[src/rtl/call_stack_pkg.sv]
// Shared sizing constants and push/pop operation decoding for the call stack.
package call_stack_pkg;

  localparam int GPR_WIDTH   = 8;
  localparam int STACK_DEPTH = 16;
  localparam int STACK_WIDTH = GPR_WIDTH;

  // Encoding is {push, pop} so decode is a plain cast.
  typedef enum logic [1:0] {
    OP_IDLE    = 2'b00,
    OP_POP     = 2'b01,
    OP_PUSH    = 2'b10,
    OP_REPLACE = 2'b11
  } stack_op_e;

  function automatic stack_op_e decode_op(input logic push, input logic pop);
    return stack_op_e'({push, pop});
  endfunction

endpackage

[src/rtl/call_stack_mem.sv]
// Register-array storage for the call stack: one synchronous write port and
// one asynchronous read port, no reset on the contents.
module call_stack_mem #(
  parameter int WIDTH = 8,
  parameter int DEPTH = 16,
  localparam int AW = $clog2(DEPTH)
) (
  input  logic             clk,
  input  logic             wr_en,
  input  logic [AW-1:0]    wr_addr,
  input  logic [WIDTH-1:0] wr_data,
  input  logic [AW-1:0]    rd_addr,
  output logic [WIDTH-1:0] rd_data
);

  logic [WIDTH-1:0] mem [DEPTH];

  always_ff @(posedge clk) begin
    if (wr_en) begin
      mem[wr_addr] <= wr_data;
    end
  end

  assign rd_data = mem[rd_addr];

endmodule

[src/rtl/call_stack.sv]
// Hardware LIFO for PSH/POP: owns the stack pointer, push/pop arbitration and
// the sticky overflow/underflow flags; top-of-stack is presented combinationally.
module call_stack
  import call_stack_pkg::*;
#(
  parameter int WIDTH = STACK_WIDTH,
  parameter int DEPTH = STACK_DEPTH,
  localparam int PTR_W = $clog2(DEPTH) + 1
) (
  input  logic             clk,
  input  logic             rst,
  input  logic             stack_push_enable,
  input  logic [WIDTH-1:0] stack_push_data,
  input  logic             stack_pop_enable,
  output logic [WIDTH-1:0] stack_pop_data,
  input  logic             err_clear,
  output logic             full,
  output logic             empty,
  output logic [PTR_W-1:0] count,
  output logic             overflow,
  output logic             underflow
);

  localparam int AW = $clog2(DEPTH);

  logic [PTR_W-1:0] sp_reg, sp_next;
  logic             overflow_reg, underflow_reg;
  logic             ovf_set, unf_set;
  logic             wr_en;
  logic [AW-1:0]    wr_addr, rd_addr;
  logic [WIDTH-1:0] rd_data;
  stack_op_e        op;

  assign empty   = (sp_reg == '0);
  assign full    = (sp_reg == PTR_W'(DEPTH));
  assign rd_addr = AW'(sp_reg - PTR_W'(1));

  always_comb begin
    op      = decode_op(stack_push_enable, stack_pop_enable);
    wr_en   = 1'b0;
    wr_addr = AW'(sp_reg);
    sp_next = sp_reg;
    ovf_set = 1'b0;
    unf_set = 1'b0;
    unique case (op)
      OP_PUSH: begin
        if (full) begin
          ovf_set = 1'b1;
        end else begin
          wr_en   = 1'b1;
          sp_next = sp_reg + PTR_W'(1);
        end
      end
      OP_POP: begin
        if (empty) unf_set = 1'b1;
        else       sp_next = sp_reg - PTR_W'(1);
      end
      OP_REPLACE: begin
        // On an empty stack the push still lands; only the pop half is refused.
        wr_en = 1'b1;
        if (empty) begin
          wr_addr = '0;
          sp_next = PTR_W'(1);
          unf_set = 1'b1;
        end else begin
          wr_addr = rd_addr;
        end
      end
      default: ;
    endcase
  end

  always_ff @(posedge clk) begin
    if (rst) begin
      sp_reg        <= '0;
      overflow_reg  <= 1'b0;
      underflow_reg <= 1'b0;
    end else begin
      sp_reg        <= sp_next;
      overflow_reg  <= ovf_set | (overflow_reg & ~err_clear);
      underflow_reg <= unf_set | (underflow_reg & ~err_clear);
    end
  end

  call_stack_mem #(
    .WIDTH(WIDTH),
    .DEPTH(DEPTH)
  ) u_mem (
    .clk    (clk),
    .wr_en  (wr_en & ~rst),
    .wr_addr(wr_addr),
    .wr_data(stack_push_data),
    .rd_addr(rd_addr),
    .rd_data(rd_data)
  );

  // Stale entries above sp must never leak out.
  assign stack_pop_data = empty ? '0 : rd_data;
  assign count          = sp_reg;
  assign overflow       = overflow_reg;
  assign underflow      = underflow_reg;

endmodule

[config.mk]
export PLATFORM = sky130hd
export DESIGN_NAME = call_stack
export DESIGN_NICKNAME = d
export VERILOG_FILES = /design/src/rtl/call_stack_pkg.sv /design/src/rtl/call_stack_mem.sv /design/src/rtl/call_stack.sv
export SDC_FILE = /design/constraint.sdc
export NUM_CORES = 1
export LEC_CHECK = 0
export CAP_MARGIN = 15
export CORE_ASPECT_RATIO = 0.75
export CORE_MARGIN = 4
export CORE_UTILIZATION = 50
export DETAILED_ROUTE_END_ITERATION = 10
export PLACE_DENSITY = 0.68
export SYNTH_ARGS = -nofsm -noshare
export SYNTH_HDL_FRONTEND = slang
export SYNTH_SLANG_ARGS = --single-unit
[constraint.sdc]
create_clock -name clk -period 5.5 [get_ports clk]
set_input_delay 0.55 -clock clk [delete_from_list [all_inputs] [get_ports clk]]
set_output_delay 0.55 -clock clk [all_outputs]
set_load 0.005 [all_outputs]
==> metrics.md, run 1 <==
| Metric | Value |
|---|---|
| Synthesis-stage register bit count | `135` |
| DP Wirelength | `just over 7000 µm` |
| Pre-CTS WS | `between 1.5 and 2 ns` |
| Slowest stage delay, CP | `0.70 ns` |
| Int Pwr | `between 2 and 2.5 mW` |
| Sw Share | `~26%` |
| Max-cap viol count | `0` |
| Crit-path max FO | `28` |
| Area growth, synth to finish | `18.0%` |
| Comb power frac | `just over 20%` |
| Main combinational cell family by area after synthesis | `multiplexers` |
| Routed wire length | `11300 µm` |
| Top cells by count, synth | `128 x edfxtp_1, 32 x mux4_2, 18 x mux2i_1` |
| Setup WS post-layout | `around 1.3 ns` |
| # resized after CTS | `0` |
| Delay-heaviest family, CP | `buffers and inverters` |
| Synth cell types | `43` |
| Die height | `99.8 µm` |
| I/O pin total | `30` |
| Core Box Area | `approximately 11000 µm²` |
| Congestion Overflow GR | `0` |
| Leading area contributor after synthesis | `edfxtp_1` |
| Most flops, register | `u_mem.mem` |
| Vias in the first global route | `roughly 3100` |
| Crit start category | `flop` |
| Count leader, synth | `edfxtp_1` |
| Tmin final | `approximately 4.2 ns` |
| WL per Instance | `22.7 µm` |
| Final setup viols | `0` |
| Xor/xnor share of the synthesized area | `less than 1%` |
| CP max-delay cell | `dfxtp_2` |
| Synth Area in Simple Gates | `5.05%` |
| Initial antenna violation count | `0` |
| CTS Hold Bufs | `0` |
| Number of setup buffers added after CTS | `0` |
| Fin. max-slew vios | `0` |
| Ys async rst share | `0%` |
| Yosys warnings | `0` |
| Clock buffer count from CTS | `17` |
| Clock tree buffer depth | `2` |
| EDFF count, synth | `128` |
| Syn Nets | `322` |
| Achievable Freq | `~240 MHz` |
| Share of post-route cells with drive strength above 1 | `roughly 22%` |
| LEAKAGE | `2.13 nW` |
| Worst-Margin Slew | `roughly 1.2 ns` |
| CTS tree | `built` |
| Total Routing Usage GR | `18.9%` |
| Number of flip-flops in the largest register | `between 100 and 150` |
| Syn avg cell area | `roughly 18 µm²` |
| Kind of critical path | `flop to output pin` |
| Tcrit/Tclk final | `between 70% and 80%` |
| Register area share after synthesis | `70.9%` |
| Switching pwr | `approximately 740 µW` |
| Pwr Density | `429 nW/µm²` |
| Hold Vio Cnt, Final | `0` |
| Crit path DAT | `3.68 ns` |
| Gpl congestion | `slightly above 0.8` |
| RSZ-0062 raised after global routing | `no` |
| Ranking of synthesized cells by area | `edfxtp_1 68%, mux4_2 13%, mux2i_1 3.2%` |
| Outcome | `finished, final reports clean` |
| Drt pass-1 iters | `6` |
| Fin Setup TNS | `0 ns` |
| Buffers on Ports | `29` |
| CTS H-tree lvls | `4` |
| Rel. slew slack | `about a quarter` |
| Clk Latency, worst-skew pair | `approximately 0.4 ns` |
| Die W | `130 µm` |
| Synth top area share | `between 60% and 70%` |
| Die ar. | `approximately 13000 µm²` |
| Global-route wire length before repair | `17900 µm` |
| Flop pwr share | `between 40% and 50%` |
| Clk_skew | `approximately 0.0074 ns` |
| Detail Route Antenna Nets | `0` |
| Total Power | `2.84 mW` |
| Post-Synth Adder-Cell Area | `0.668%` |
| Vias | `between 3000 and 4000` |
| DR DRC count | `0` |
| Vias per Instance | `slightly above 6` |
| Worst setup EP type | `output pin` |
| Clock share of power | `between 30% and 40%` |
| Clock transition at path regs | `0.06 ns` |
| Row Count | `33` |
| Largest net degree at the start of global routing | `29` |
| Syn Inst Count | `between 300 and 400` |
| Nets | `approximately 360` |
| Mux cell area share after synthesis | `16.0%` |
| CTS Sinks | `135` |
| Diodes inserted | `0` |
| Initial core utilization | `about half` |
| Class of the worst hold path | `flop to flop` |
| Compound-cell area share of the yosys netlist | `under 10%` |
| Worst-path cell chain | `inv_1 -> ha_1 -> buf_4 -> mux4_2 -> mux2i_1 -> o22ai_1 -> clkdlybuf4s50_1` |
| Number of DRC markers in iteration 0 | `261` |
| Synth Flop Type | `edfxtp_1` |
| Mapped Area | `between 5000 and 6000 µm²` |
| CP bufs+invs | `3` |
| Filler instances | `~780` |
| Max IR drop VDD | `between 200 and 250 µV` |
| Worst Path Required | `approximately 5.0 ns` |
| Root cell of the clock tree | `clkbuf_16` |
## worst min-delay path: cells and delay by family, from the launching register on
family             cells  cell delay, ns
AOI/OAI and AO/OA      1            0.05
DFF                    1            0.33
and+or+nand+nor        1            0.08
## per-layer routing
metal	GRT usage, %	share of wire (%)	up-vias
met3	7.07	7.5	11
li1	-	-	1340
met2	27.9	46	123
met4	5.30	0.82	0
met5	0	0	-
met1	26.7	45	1533
## cell type report
cell class                      instances  area [µm²]  area share [%]
Tap cell                              140         175            2.64
Clock buffer                           17         425            6.42
Multi-Input combinational cell        144        1490            22.5
Clock inverter                         14         153            2.30
Inverter                                8        35.0           0.528
Sequential cell                       135        3990            60.1
Timing Repair Buffer                   39         363            5.47
## stage by stage
stage                     hold slack [ns]  cells  utilization [%]  cell area [µm²]
after floorplan                     0.471    306                -             5620
after global placement              0.473    465             55.3             6050
after detailed placement            0.494    466             55.3             6050
after CTS                           0.511    497             60.6             6630
after global routing                0.561    497             60.6             6630
final                               0.497    497             60.6             6630
## kinds of logic after synthesis
family | Yosys count
flip-flops | 135
AND/OR/NAND/NOR | 53
multiplexers | 50
AO/OA/AOI/OAI | 36
buffers and inverters | 27
adder cells (fa/ha/maj) | 3
XOR/XNOR | 2
## cells in the final DEF, fill, tap and decap left out, types with 3 or more instances in the layout
| cell | netlist | layout |
|---|---|---|
| edfxtp_1 | 128 | 128 |
| mux4_2 | 32 | 32 |
| clkdlybuf4s50_1 | 0 | 29 |
| mux2i_1 | 18 | 18 |
| clkbuf_16 | 0 | 17 |
| nor2_1 | 12 | 12 |
| nor3_1 | 12 | 12 |
| o22ai_1 | 9 | 9 |
| buf_4 | 0 | 9 |
| inv_1 | 6 | 6 |
| clkinv_4 | 1 | 6 |
| nand2_1 | 6 | 6 |
| dfxtp_1 | 7 | 6 |
| nand3_1 | 5 | 5 |
| a31oi_1 | 4 | 4 |
| a211oi_1 | 4 | 4 |
| and2_1 | 3 | 3 |
| or2_1 | 3 | 3 |
| a21oi_1 | 3 | 3 |
| o21ai_0 | 3 | 3 |
| ha_1 | 3 | 3 |
## worst paths after layout
| check | endpoint | slack, ns | depth (start not counted) | startpoint |
|---|---|---|---|---|
| worst min register to register | overflow$_SDFF_PP0_ | 0.50 | 2 | overflow$_SDFF_PP0_ |
| worst max-delay path | stack_pop_data[3] | 1.27 | 7 | count[0]$_SDFFE_PP0P_ |
| worst max register to register | u_mem.mem[13][6]$_DFFE_PP_ | 1.95 | 6 | count[0]$_SDFFE_PP0P_ |
| worst min-delay path | overflow$_SDFF_PP0_ | 0.50 | 2 | overflow$_SDFF_PP0_ |
## power by group through the flow
stage / clock [mW] / sequential (mW) / combinational (mW)
2_1_floorplan: 0 / 1.18 / 0.394
3_3_place_gp: 0 / 1.20 / 0.568
3_5_place_dp: 0 / 1.20 / 0.575
4_1_cts: 1.11 / 1.18 / 0.578
5_1_grt: 1.17 / 1.18 / 0.623
6_report: 1.09 / 1.18 / 0.574
No activity file was read; power rests on OpenSTA's default activity.
==> run 2: changes to the inputs <==
--- a/config.mk
+++ b/config.mk
@@ -10,7 +10,7 @@
 export CORE_MARGIN = 4
 export CORE_UTILIZATION = 50
 export DETAILED_ROUTE_END_ITERATION = 10
-export PLACE_DENSITY = 0.68
+export PLACE_DENSITY = 0.71
 export SYNTH_ARGS = -nofsm -noshare
 export SYNTH_HDL_FRONTEND = slang
 export SYNTH_SLANG_ARGS = --single-unit
==> constraint.sdc (replaced) <==
create_clock -name clk -period 3.79 [get_ports clk]
set_input_delay 0.379 -clock clk [delete_from_list [all_inputs] [get_ports clk]]
set_output_delay 0.379 -clock clk [all_outputs]
set_load 0.005 [all_outputs]
==> run 2 against run 1 <==
Compared with the run above:
- design area increased by 1.6%
- final cell count is 3.0% higher
- clock skew about the same
- hold slack worse by 0.0063 ns
- sequential power increased by 44%
- critical endpoint is now stack_pop_data[2]
- highest routed layer unchanged
==> metrics.md, run 2 (same netlist as run 1, synthesis figures left out) <==
| Metric | Value |
|---|---|
| Diodes inserted | `0` |
| Number of flip-flops in the largest register | `128` |
| Class of the worst hold path | `flop to flop` |
| DP Wirelength | `7330 µm` |
| Rel. slew slack | `58.4%` |
| Clock tree buffer depth | `2` |
| DP Area | `6160 µm²` |
| Core Box Area | `10900 µm²` |
| Most frequent cells in the layout | `128 x edfxtp_1, 32 x mux4_2, 29 x clkdlybuf4s50_1` |
| Worst-Margin Slew | `between 0.6 and 0.7 ns` |
| Met2 GRT Util | `26.6%` |
| Vias in the first global route | `slightly above 3000` |
| CP max-delay cell | `dfxtp_1` |
| Kind of critical path | `flop to output pin` |
| Clk_skew | `about 0.0075 ns` |
| Worst setup EP type | `output pin` |
| LEAKAGE | `~2.2 nW` |
| Congestion Overflow GR | `0` |
| Outcome | `finished, final reports clean` |
| Crit start category | `flop` |
| Row Count | `33` |
| CTS Hold Bufs | `0` |
| Layer with the highest usage | `met1` |
| Number of setup buffers added after CTS | `0` |
| Final setup viols | `0` |
| Filler instances | `777` |
| Detail Route Antenna Nets | `0` |
| Worst Path Required | `around 3.4 ns` |
| Hold Vio Cnt, Final | `0` |
| Routed wire length | `between 10000 and 15000 µm` |
| Largest net degree at the start of global routing | `34` |
| Achievable Freq | `between 200 and 300 MHz` |
| Crit path DAT | `~3.2 ns` |
| Reg2reg setup slack | `slightly below 0.8 ns` |
| Nets | `about 380` |
| Crit-path max FO | `32` |
| Die W | `around 130 µm` |
| Initial core utilization | `51.4%` |
| Clk Latency, worst-skew pair | `between 0.4 and 0.5 ns` |
| Met1 Use GR | `between 20% and 30%` |
| Tcrit/Tclk final | `93.6%` |
| Placed insts | `~480` |
| GRT met3 Usage | `approximately 6.3%` |
| WL per Instance | `22.7 µm` |
| Clock transition at path regs | `about 0.06 ns` |
| Buffers on Ports | `29` |
| DR DRC count | `0` |
| I/O pin total | `30` |
| CTS Sinks | `roughly 140` |
| Global-route wire length before repair | `between 15000 and 20000 µm` |
| CTS H-tree lvls | `4` |
| Total Routing Usage GR | `between 15 and 20%` |
| Drt pass-1 iters | `5` |
| Final instance area | `6730 µm²` |
| Fin. max-slew vios | `0` |
| Commonest non-fill, non-tap cell in the layout | `edfxtp_1` |
| Gpl congestion | `roughly 0.84` |
| Number of DRC markers in iteration 0 | `between 400 and 500` |
| Max IR drop VDD | `roughly 480 µV` |
| Share of post-route cells with drive strength above 1 | `around 25%` |
| Area growth, synth to finish | `19.8%` |
| Root cell of the clock tree | `clkbuf_16` |
| Pwr Density | `610 nW/µm²` |
| Slowest stage delay, CP | `0.53 ns` |
| Worst-path cell chain | `inv_1 -> ha_1 -> buf_12 -> mux4_2 -> mux2i_1 -> o22ai_1 -> clkdlybuf4s50_1` |
| Most flops, register | `u_mem.mem` |
| Final cell count without fillers | `just over 500` |
| Die ar. | `13000 µm²` |
| Die height | `approximately 100 µm` |
| Tmin final | `between 3 and 4 ns` |
| Clock buffer count from CTS | `17` |
| # resized after CTS | `0` |
| Initial antenna violation count | `0` |
| CTS tree | `built` |
| Post-layout util | `61.5%` |
| Vias | `about 3100` |
| Total Power | `4.11 mW` |
| RSZ-0062 raised after global routing | `no` |
| Vias per Instance | `a little over 6` |
| Fin Setup TNS | `0 ns` |
| Max-cap viol count | `0` |
run 2: cell types whose count changed in the layout (fill, tap and decap cells not counted), sizes merged:
cell,change
buf,+14
clkinvlp,+2
clkbuf,+1
clkinv,-1
bufinv,-1
run 2: per-stage QoR:
| step | hold slack (ns) | setup slack, ns |
|---|---|---|
| 2_1_floorplan | 0.471 | 0.512 |
| 3_3_place_gp | 0.463 | 0.512 |
| 3_5_place_dp | 0.485 | 0.469 |
| 4_1_cts | 0.495 | 0.0292 |
| 5_1_grt | 0.527 | 0.0452 |
| 6_report | 0.491 | 0.242 |
run 2: routing by layer:
layer	vias to the layer above	wire, µm	share of wire (%)
met2	143	5290	45
met1	1579	5430	47
li1	1370	-	-
met5	-	0	0
met3	11	814	7.0
met4	0	111	0.95
run 2: power breakdown:
part / total (mW) / switching, mW / internal (mW) / leakage, nW
Clock: 1.53 / 0.623 / 0.904 / 0.267
Sequential: 1.70 / 0.0283 / 1.67 / 1.21
Combinational: 0.881 / 0.447 / 0.434 / 0.721
run 2: area by class of cell:
class	count	area, µm²	share of cell area, %
Clock buffer	18	429	6.37
Timing Repair Buffer	53	490	7.28
Clock inverter	14	125	1.86
Tap cell	140	175	2.60
Multi-Input combinational cell	144	1490	22.2
Sequential cell	135	3990	59.2
Inverter	8	35.0	0.520
run 2: path summary, 6_finish.rpt:
kind                          from                    endpoint  cells past startpoint
min            overflow$_SDFF_PP0_         overflow$_SDFF_PP0_                      2
max          count[1]$_SDFFE_PP0P_           stack_pop_data[2]                      7
min reg2reg    overflow$_SDFF_PP0_         overflow$_SDFF_PP0_                      2
max reg2reg  count[1]$_SDFFE_PP0P_  u_mem.mem[15][6]$_DFFE_PP_                      7
run 2: worst max-delay path, delay by kind of cell, from the launching register on:
kind            cells  cell delay, ns
compound gates      1            0.17
fa+ha+maj           1            0.51
buf+inv             3            0.94
flops               1            0.53
mux                 2            0.59
==> run 3: changes to the inputs <==
--- a/config.mk
+++ b/config.mk
@@ -7,10 +7,10 @@
 export LEC_CHECK = 0
 export CAP_MARGIN = 15
 export CORE_ASPECT_RATIO = 0.75
-export CORE_MARGIN = 4
-export CORE_UTILIZATION = 50
+export CORE_MARGIN = 2
+export CORE_UTILIZATION = 53
 export DETAILED_ROUTE_END_ITERATION = 10
-export PLACE_DENSITY = 0.71
+export PLACE_DENSITY = 0.75
 export SYNTH_ARGS = -nofsm -noshare
 export SYNTH_HDL_FRONTEND = slang
 export SYNTH_SLANG_ARGS = --single-unit
==> run 3 against run 2 <==
Compared with the run above:
- clock power grew 8%
- design area barely moved
- via count is 1.8% lower
- final cell count decreased by 1.8%
- sequential share of layout area is essentially flat
- sequential cell count did not move
- critical path type unchanged
- largest cell class unchanged
- highest routed layer unchanged
==> metrics.md, run 3 (same netlist as run 1, synthesis figures left out) <==
| Metric | Value |
|---|---|
| Row Count | `32` |
| I/O pin total | `30` |
| Global-route wire length before repair | `~17000 µm` |
| Congestion Overflow GR | `0` |
| DR DRC count | `0` |
| Fin Setup TNS | `0 ns` |
| Gpl congestion | `approximately 0.86` |
| Max-cap viol count | `0` |
| Tmin final | `~3.5 ns` |
| Max IR drop VDD | `492 µV` |
| Nets | `between 300 and 400` |
| Crit-path max FO | `32` |
| Worst setup EP type | `output pin` |
| DP Wirelength | `~7600 µm` |
| Root cell of the clock tree | `clkbuf_16` |
| Crit start category | `flop` |
| Outcome | `finished, final reports clean` |
| Routed wire length | `11500 µm` |
| Drt pass-1 iters | `5` |
| Diodes inserted | `0` |
| Largest net degree at the start of global routing | `33` |
| Worst Path Required | `~3.4 ns` |
| Number of DRC markers in iteration 0 | `roughly 330` |
| Crit path DAT | `just over 3 ns` |
| Total Routing Usage GR | `between 20% and 30%` |
| Pwr Density | `627 nW/µm²` |
| Vias per Instance | `slightly above 6` |
| Die height | `approximately 93 µm` |
| Worst-path cell chain | `inv_1 -> ha_1 -> buf_12 -> mux4_2 -> mux2i_1 -> o22ai_1 -> clkdlybuf4s50_1` |
| Setup WS post-layout | `between 0.3 and 0.4 ns` |
| Initial antenna violation count | `0` |
| Tcrit/Tclk final | `91.7%` |
| # resized after CTS | `0` |
| Die ar. | `roughly 11000 µm²` |
| Number of flip-flops in the largest register | `128` |
| Number of setup buffers added after CTS | `0` |
| RSZ-0062 raised after global routing | `no` |
| CTS Hold Bufs | `0` |
| CP max-delay cell | `dfxtp_2` |
| WL per Instance | `~23 µm` |
| Area growth, synth to finish | `19.8%` |
| Pre-CTS WS | `0.739 ns` |
| Most flops, register | `u_mem.mem` |
| Final cell count without fillers | `a little over 500` |
| Fin. max-slew vios | `0` |
| Rel. slew slack | `approximately two fifths` |
| Detail Route Antenna Nets | `0` |
| Kind of critical path | `flop to output pin` |
| Worst-Margin Slew | `approximately 0.92 ns` |
| CP bufs+invs | `3` |
| Die W | `123 µm` |
| LEAKAGE | `between 2 and 2.5 nW` |
| Class of the worst hold path | `flop to flop` |
| Most frequent cells in the layout | `128 x edfxtp_1, 32 x mux4_2, 29 x clkdlybuf4s50_1` |
| Clock transition at path regs | `roughly 0.06 ns` |
| Placed insts | `471` |
| Vias in the first global route | `between 3000 and 4000` |
| Clock tree buffer depth | `2` |
| Commonest non-fill, non-tap cell in the layout | `edfxtp_1` |
| Delay-heaviest family, CP | `buffers and inverters` |
| Vias | `roughly 3000` |
| CTS Sinks | `roughly 140` |
| Share of post-route cells with drive strength above 1 | `23.7%` |
| CTS H-tree lvls | `4` |
| Final setup viols | `0` |
| Post-layout util | `between 60 and 70%` |
| Clock buffer count from CTS | `17` |
| Achievable Freq | `between 200 and 300 MHz` |
| Clk_skew | `about 0.0075 ns` |
| Clk Latency, worst-skew pair | `0.41 ns` |
| Buffers on Ports | `29` |
| Slowest stage delay, CP | `0.54 ns` |
| Initial core utilization | `approximately 55%` |
| CTS tree | `built` |
| Core Box Area | `10300 µm²` |
| Hold Vio Cnt, Final | `0` |
[run 3: changes by cell type in the layout (fill, tap and decap cells not counted), sizes merged]
| cell | delta |
|---|---|
| clkinv | -2 |
| bufinv | +2 |
| inv | -1 |
| clkinvlp | +1 |
| buf | -5 |
[run 3: cell type report]
class	instances	area (µm²)
Timing Repair Buffer	48	445
Tap cell	136	170
Clock inverter	14	176
Multi-Input combinational cell	144	1490
Fill cell	662	3550
Sequential cell	135	3990
Clock buffer	18	429
Inverter	8	35.0
[run 3: report_power, final]
group,switching [mW],leakage (nW),internal (mW)
registers,0.0315,1.21,1.67
logic,0.434,0.692,0.427
clock network,0.621,0.281,1.04
total,1.09,2.18,3.14
[run 3: routing by layer]
metal	share of wire [%]	wire length [µm]	track usage [%]
met5	0	0	0
met4	0.69	79	6.42
met3	10	1160	7.99
met2	45	5190	30.9
met1	44	5020	32.4
[run 3: worst paths after layout]
kind                               from                         end  slack, ns  cells after the start
hold reg to reg     overflow$_SDFF_PP0_         overflow$_SDFF_PP0_       0.50                      2
hold / removal      overflow$_SDFF_PP0_         overflow$_SDFF_PP0_       0.50                      2
setup reg to reg  count[0]$_SDFFE_PP0P_  u_mem.mem[13][4]$_DFFE_PP_       0.79                      7
setup / recovery  count[0]$_SDFFE_PP0P_           stack_pop_data[3]       0.31                      7
[run 3: worst register-to-register path: cells and delay by family, from the launching register on]
kind	cells	cell delay, ns
AO/OA/AOI/OAI	2	0.80
adder cells (fa/ha/maj)	1	0.25
buffers and inverters	2	0.45
flip-flops	1	0.54
AND/OR/NAND/NOR	2	0.67
[run 3: through the flow]
stage                     area (µm²)  power [mW]  hold WS (ns)
after detailed placement        6130        2.60         0.487
final                           6740        4.22         0.500
after floorplan                 5620        2.29         0.471
after CTS                       6740        4.25         0.501
after global placement          6130        2.58         0.470
after global routing            6740        4.38         0.555
